## config.mk

```make
export PLATFORM = sky130hd
export DESIGN_NAME = ddr_multi_reset_sequencer
export DESIGN_NICKNAME = d
export VERILOG_FILES = /design/src/rtl/ddr_rst_seq_pkg.sv /design/src/rtl/ddr_rst_seq_sync.sv /design/src/rtl/ddr_multi_reset_sequencer.sv
export SDC_FILE = /design/constraint.sdc
export NUM_CORES = 1
export LEC_CHECK = 0
export ABC_AREA = 1
export CORE_ASPECT_RATIO = 0.75
export CORE_MARGIN = 4
export CORE_UTILIZATION = 56
export DETAILED_ROUTE_END_ITERATION = 7
export GPL_TIMING_DRIVEN = 0
export PLACE_DENSITY = 0.76
export SYNTH_ARGS = -nofsm -noshare
export SYNTH_HDL_FRONTEND = slang
export SYNTH_SLANG_ARGS = --single-unit
```

## constraint.sdc

```tcl
create_clock -name iCLK -period 4.3 [get_ports iCLK]
set_input_delay 0.645 -clock iCLK [delete_from_list [all_inputs] [get_ports iCLK]]
set_output_delay 0.645 -clock iCLK [all_outputs]
set_load 0.02 [all_outputs]
```

## src/rtl/ddr_rst_seq_pkg.sv

```systemverilog
// Shared state encoding and default parameter values for the DDR multi-channel reset sequencer.
package ddr_rst_seq_pkg;

   typedef enum logic [2:0] {
      ST_IDLE = 3'd0,
      ST_RST  = 3'd1,
      ST_GAP  = 3'd2,
      ST_RUN  = 3'd3,
      ST_DONE = 3'd4,
      ST_FAIL = 3'd5
   } state_t;

   localparam int unsigned DEF_CHANNELS      = 2;
   localparam int unsigned DEF_PHASE_WIDTH   = 8;
   localparam int unsigned DEF_TIMEOUT_WIDTH = 16;
   localparam int unsigned DEF_MAX_RETRY     = 3;
   localparam int unsigned DEF_RETRY_WIDTH   = 4;

endpackage

```

## src/rtl/ddr_rst_seq_sync.sv

```systemverilog
// Two-flop synchronizer bank for the per-channel DDR_CFG_DONE flags; clears to 0 on reset.
module ddr_rst_seq_sync #(
   parameter int unsigned pWidth = 1
) (
   input  logic              clk,
   input  logic              rst,
   input  logic [pWidth-1:0] d,
   output logic [pWidth-1:0] q
);

   logic [pWidth-1:0] meta;

   always_ff @(posedge clk or posedge rst) begin
      if (rst) begin
         meta <= '0;
         q    <= '0;
      end else begin
         meta <= d;
         q    <= meta;
      end
   end

endmodule

```

## src/rtl/ddr_multi_reset_sequencer.sv

```systemverilog
// Lockstep reset/start sequencer for pChannels DDR controllers: IDLE -> RST -> GAP -> RUN -> DONE/FAIL with retries.
// Define DDR_RST_SEQ_CDC_SYNC_EN to pass iddr_cfg_done through a 2-flop synchronizer before use.
module ddr_multi_reset_sequencer
   import ddr_rst_seq_pkg::*;
#(
   parameter int unsigned pChannels           = DEF_CHANNELS,
   parameter int unsigned pPhaseCntBitWidth   = DEF_PHASE_WIDTH,
   parameter int unsigned pTimeoutCntBitWidth = DEF_TIMEOUT_WIDTH,
   parameter int unsigned pMaxRetry           = DEF_MAX_RETRY,
   parameter int unsigned pRetryBitWidth      = DEF_RETRY_WIDTH
) (
   input  logic                      iCLK,
   input  logic                      iRST,
   input  logic                      iReq,
   input  logic [pChannels-1:0]      iddr_cfg_done,
   output logic [pChannels-1:0]      o_ddr_axi_rstn,
   output logic [pChannels-1:0]      o_ddr_cfg_seq_rst,
   output logic [pChannels-1:0]      o_ddr_cfg_seq_start,
   output logic                      o_ddr_init_done,
   output logic                      o_ddr_fail,
   output logic [pRetryBitWidth-1:0] oRetryCnt,
   output state_t                    dbg_state
);

   localparam logic [pRetryBitWidth-1:0] MAX_RETRY = pRetryBitWidth'(pMaxRetry);

   state_t                         state, next_state;
   logic [pPhaseCntBitWidth-1:0]   phase_cnt, phase_nxt;
   logic [pTimeoutCntBitWidth-1:0] to_cnt, to_nxt;
   logic [pRetryBitWidth-1:0]      retry_nxt;
   logic [pChannels-1:0]           cfg;
   logic [pChannels-1:0]           axi_nxt, seq_rst_nxt, start_nxt;
   logic                           init_nxt, fail_nxt;
   logic                           all_done, tracking;

`ifdef DDR_RST_SEQ_CDC_SYNC_EN
   ddr_rst_seq_sync #(
      .pWidth(pChannels)
   ) u_sync (
      .clk(iCLK),
      .rst(iRST),
      .d  (iddr_cfg_done),
      .q  (cfg)
   );
`else
   assign cfg = iddr_cfg_done;
`endif

   assign all_done  = &cfg;
   assign dbg_state = state;

   always_comb begin
      next_state  = state;
      phase_nxt   = '0;
      to_nxt      = '0;
      retry_nxt   = oRetryCnt;
      axi_nxt     = '0;
      seq_rst_nxt = '0;
      start_nxt   = '0;
      init_nxt    = 1'b0;
      fail_nxt    = 1'b0;
      tracking    = 1'b0;

      case (state)
         ST_IDLE: begin
            if (&phase_cnt) next_state = ST_RST;
            else            phase_nxt  = phase_cnt + 1'b1;
         end
         ST_RST: begin
            if (&phase_cnt) next_state = ST_GAP;
            else            phase_nxt  = phase_cnt + 1'b1;
         end
         ST_GAP: begin
            if (&phase_cnt) next_state = ST_RUN;
            else            phase_nxt  = phase_cnt + 1'b1;
         end
         ST_RUN: begin
            // All-done wins over a coincident timeout, so no retry is spent.
            if (all_done) begin
               next_state = ST_DONE;
            end else if (&to_cnt) begin
               if (oRetryCnt < MAX_RETRY) begin
                  retry_nxt  = oRetryCnt + 1'b1;
                  next_state = ST_RST;
               end else begin
                  next_state = ST_FAIL;
               end
            end else begin
               to_nxt = to_cnt + 1'b1;
            end
         end
         ST_DONE, ST_FAIL: begin
            if (iReq) begin
               next_state = ST_IDLE;
               retry_nxt  = '0;
            end
         end
         default: next_state = ST_IDLE;
      endcase

      // Outputs are decoded from the state being entered so they line up with it.
      case (next_state)
         ST_IDLE, ST_RST: seq_rst_nxt = '1;
         ST_RUN, ST_DONE: start_nxt   = '1;
         ST_FAIL: begin
            seq_rst_nxt = '1;
            fail_nxt    = 1'b1;
         end
         default: ;
      endcase

      tracking = (state == ST_RUN || state == ST_DONE) &&
                 (next_state == ST_RUN || next_state == ST_DONE);
      if (tracking) axi_nxt = cfg;
      if (state == ST_DONE && next_state == ST_DONE) init_nxt = all_done;
   end

   always_ff @(posedge iCLK or posedge iRST) begin
      if (iRST) begin
         state               <= ST_IDLE;
         phase_cnt           <= '0;
         to_cnt              <= '0;
         oRetryCnt           <= '0;
         o_ddr_axi_rstn      <= '0;
         o_ddr_cfg_seq_rst   <= '1;
         o_ddr_cfg_seq_start <= '0;
         o_ddr_init_done     <= 1'b0;
         o_ddr_fail          <= 1'b0;
      end else begin
         state               <= next_state;
         phase_cnt           <= phase_nxt;
         to_cnt              <= to_nxt;
         oRetryCnt           <= retry_nxt;
         o_ddr_axi_rstn      <= axi_nxt;
         o_ddr_cfg_seq_rst   <= seq_rst_nxt;
         o_ddr_cfg_seq_start <= start_nxt;
         o_ddr_init_done     <= init_nxt;
         o_ddr_fail          <= fail_nxt;
      end
   end

endmodule

```

# Yosys cells after proc, flatten, opt, wreduce, memory -nomap -nowiden
# Cells that the tools add are included.
# classes
n_addsub,3
n_lt_le_gt_ge,1
mux,23
eq_ne,13
reduce_logical,15
# op_table
op,n
$mux W16,3
$mux W3,7
$add A16 B1 Y16 const B,1
$mux W4,4
$mux W8,2
$reduce_and A16 Y1,1
$pmux W3 S5,1
$eq A3 B3 Y1 const B,4
$eq A3 B2 Y1 const B,3
$add A8 B1 Y8 const B,1
$ne A2 B2 Y1 const B,4
$pmux W4 S2,1
$reduce_and A8 Y1,1
$eq A3 B1 Y1 const B,2
$logic_not A3 Y1,2
$mux W2,3
$reduce_or A3 Y1,2
$reduce_and A5 Y1,1
$add A4 B1 Y4 const B,1
$lt A4 B2 Y1 const B,1
$reduce_or A2 Y1,2
$logic_and A1 B1 Y1,2
$logic_or A1 B1 Y1,2
$mux W1,2
other kinds (2),2
# totals
output_inout_bits,15
ff_bits,39
elab_cells,64

# Depth between registers and ports, before layout
# logic_depth
depth_word,9
mapped_depth,12

# Worst setup path before layout
# No wires, ideal clock.
# synth_timing
path_type,in2reg
from,input iddr_cfg_done[0]
to,register o_ddr_axi_rstn[0]
stages,11
arrival_ns,1.423
slack_ns,2.763
setup_time_ns,0.114
required_time_ns,4.186
path_cell_list,nand2_1 -> inv_1 -> nor2_1 -> a21oi_1 -> nand2_2 -> nor2_4 -> inv_2 -> nand2_2 -> nand2_2 -> nand2_2 -> nor2_1
# synth_between
elab_chain_len,7
# synth_lines
item,line,source
from (decl),ddr_multi_reset_sequencer.sv:15,"input logic [pChannels-1:0] iddr_cfg_done,"
$reduce_and A2 Y1 (*),ddr_multi_reset_sequencer.sv:49,assign all_done = &cfg;
$mux W3 (*),ddr_multi_reset_sequencer.sv:79,if (all_done) begin
$pmux W3 S5 (*),ddr_multi_reset_sequencer.sv:64,case (state)
net next_state[0],ddr_multi_reset_sequencer.sv:27,"state_t state, next_state;"
$eq A3 B2 Y1 or $eq A3 B3 Y1 (tied branches),ddr_multi_reset_sequencer.sv:113,(next_state == ST_RUN || next_state == ST_DONE);
$logic_or A1 B1 Y1 (*),ddr_multi_reset_sequencer.sv:113,
$logic_and A1 B1 Y1 (*),ddr_multi_reset_sequencer.sv:112,tracking = (state == ST_RUN || state == ST_DONE) &&
$mux W2 (*),ddr_multi_reset_sequencer.sv:114,if (tracking) axi_nxt = cfg;
net axi_nxt[0],ddr_multi_reset_sequencer.sv:32,"logic [pChannels-1:0] axi_nxt, seq_rst_nxt, start_nxt;"
to (signal assigned),ddr_multi_reset_sequencer.sv:134,o_ddr_axi_rstn <= axi_nxt;
to (decl),ddr_multi_reset_sequencer.sv:16,"output logic [pChannels-1:0] o_ddr_axi_rstn,"
# Mark *: on every way through the listed nets, which the timed path passes. The rest lies on a longest branch.
# A chain may end at the register's enable or synchronous reset.

==> out/results.txt <==
Die height - 58 um
I/O Buffers - 19
Via count of the routed design - 1381
Min Tclk post-route - 2.152 ns
Ys Warns - 0
Clk sinks - 37
Cts hold-fix bufs - 0
Hold Path Depth - 1
Leading cell type in the layout, fill and taps excluded - nand2_1
Vias per inst - 4.812
Diodes inserted - 0
Global-route wire length before repair - 5878 um
Status - finished, final reports clean
Layout cells sized above 1 - 0.1365
WHS - 0.4610 ns
TritonCTS buffer count - 5
Final Cell Area - 2191 sq um
Clock latency on the worst-skew pair - 0.29 ns
Total Die Area - 4331 sq um
Data arrival, critical path - 1.51 ns
Core area - 3063 sq um
Reg2reg path depth - 9
TNS Setup - 0 ns
Global placer's final weighted congestion - 0.8378
Nets - 257
Post-DP HPWL - 2575 um
Worst Path Required - 3.65 ns
CTS tree - built
DIE WIDTH - 74.67 um
Final period util - 0.5004
Top-area cell type share of the netlist area - 0.4826
Number of setup buffers added after CTS - 0
Dpl ws - 2.096 ns
Setup violations, final - 0
Worst Slack Setup Final - 2.148 ns
Number of global-route vias before repair - 1298
Critical path startpoint category - register
Clk slew on worst S/H paths - 0.07 ns
Sequential share of the synthesized area - 0.4966
Cell Area, Placed - 2105 sq um
Power Dens Cells - 459.7 nW/um^2
Fmax - 0.4647 GHz
Rel. slew slack - 0.5014
Area Overhead vs Synth - 17.36%
WL/cell - 11.96 um
Peak supply drop - 0.0003519 V
Synthesized area - 1867 sq um
HP Class - register to register
Drt initial violations - 37
Fin util - 0.7153
Clk_skew - 0.01054 ns
Post-DRT Antenna Nets - 0
Most frequent cells in the layout - 41 x nand2_1, 36 x dfrtp_1, 34 x nor2_1, 34 x inv_1, 19 x clkdlybuf4s50_1
Gr ovfl total - 0
Pre-antenna DRT Iters - 4
Max Slew Vio Count - 0
RSZ-0062 raised after global routing - no
H-tree levels - 2
Avg Cell Area, Syn - 8.371 sq um
CP Max Fanout - 2
Critical path type - register to output port
CTS-repair resized insts - 0
Cell count after synthesis - 223
Synth area leader - dfrtp_1
Initial Util - 0.6095
Initial antenna violation count - 0
Final hold vios - 0
Unique cell type count in the Yosys netlist - 27
Largest net degree at the start of global routing - 38
CTS root buffer - clkbuf_8
Deepest clock path buffer count - 2
DRC Markers - 0
Slew @ Worst Pin - 0.7468 ns
Synth area leaders - dfrtp_1 48%, nand2_1 8.2%, inv_1 7.0%, nor2_1 6.8%, nand2_2 3.0%
Post-synthesis register bit count - 37
Max_cap viols - 0
Endpoint class of the critical path - output port
Syn Nets - 231
Leakage - 0.001061 uW
Routed WL - 3433 um
# rows - 17
Num ports - 20
GRT Total Usage - 0.1830
## state kept, by name (all words and copies together), names as in the netlist
register,count
dbg_state,3
oRetryCnt,4
o_ddr_axi_rstn,2
o_ddr_cfg_seq_rst,1
o_ddr_cfg_seq_start,1
o_ddr_fail,1
o_ddr_init_done,1
phase_cnt,8
to_cnt,16
## final timing paths
check                           slack, ns              endpoint                  from
worst min-delay path                 0.46             to_cnt[0]             to_cnt[0]
max in group asynchronous            3.02             to_cnt[2]                  iRST
worst max-delay path                 2.15  o_ddr_cfg_seq_rst[1]  o_ddr_cfg_seq_rst[0]
worst max register to register       2.63             to_cnt[5]             to_cnt[0]
worst min register to register       0.46             to_cnt[0]             to_cnt[0]
min in group asynchronous            0.80             to_cnt[7]                  iRST
## stage by stage
stage,total power [uW],cells
2_1_floorplan,658.2,223
3_3_place_gp,756.9,280
3_5_place_dp,767.0,280
4_1_cts,1014,287
5_1_grt,1069,287
6_report,1007,287
## synthesized netlist by cell type (all sizes together)
cell	instances
nand2	50
nor2	40
inv	37
dfrtp	36
nand3	11
a21oi	9
nor3	9
o21ai	6
xor2	5
xnor2	4
buf	3
ha	3
nand4	3
a31oi	2
a211oi	1
dfstp	1
nor3b	1
nor4	1
or2	1
## layout make-up
type                       count  area [sq um]
multi-input combinational    146         778.2
buffer                         3         22.52
inverter                      37         138.9
fill                         256         872.1
clock buffer                   7         86.33
sequential                    37         927.1
tap                           38         47.55
timing repair buffer          19         190.2
## metal layers
metal	routed length, um	share of wire	up-vias	track usage
met1	1875	0.55	617	0.2846
met2	1381	0.40	21	0.2340
li1	-	-	739	-
met4	34	0.0099	0	0.07614
met3	141	0.041	4	0.05199
met5	0	0	-	0
## kinds of logic (layout without fill, tap and decap cells)
| kind of cell | count (synthesis) | after routing | share of synthesized area |
|---|---|---|---|
| adders and majority gates | 3 | 3 | 0.02011 |
| buffers and inverters | 40 | 66 | 0.08646 |
| DFF | 37 | 37 | 0.4966 |
| AOI/OAI and AO/OA | 18 | 18 | 0.05093 |
| xor gates and xnor gates | 9 | 9 | 0.04222 |
| and+or+nand+nor | 116 | 116 | 0.3036 |
## worst max-delay path: stages (launching register included)
cell and delay, ns:
dfstp_2 0.53, buf_4 0.09, clkdlybuf4s50_1 0.60
## where the power goes
| group | internal, uW | switching [uW] | leakage [uW] |
|---|---|---|---|
| Clock | 127 | 119 | 0.0000443 |
| Sequential | 407 | 54.3 | 0.000498 |
| Combinational | 130 | 170 | 0.000518 |
| Total | 664 | 344 | 0.00106 |
No activity file was read; power rests on OpenSTA's default activity.
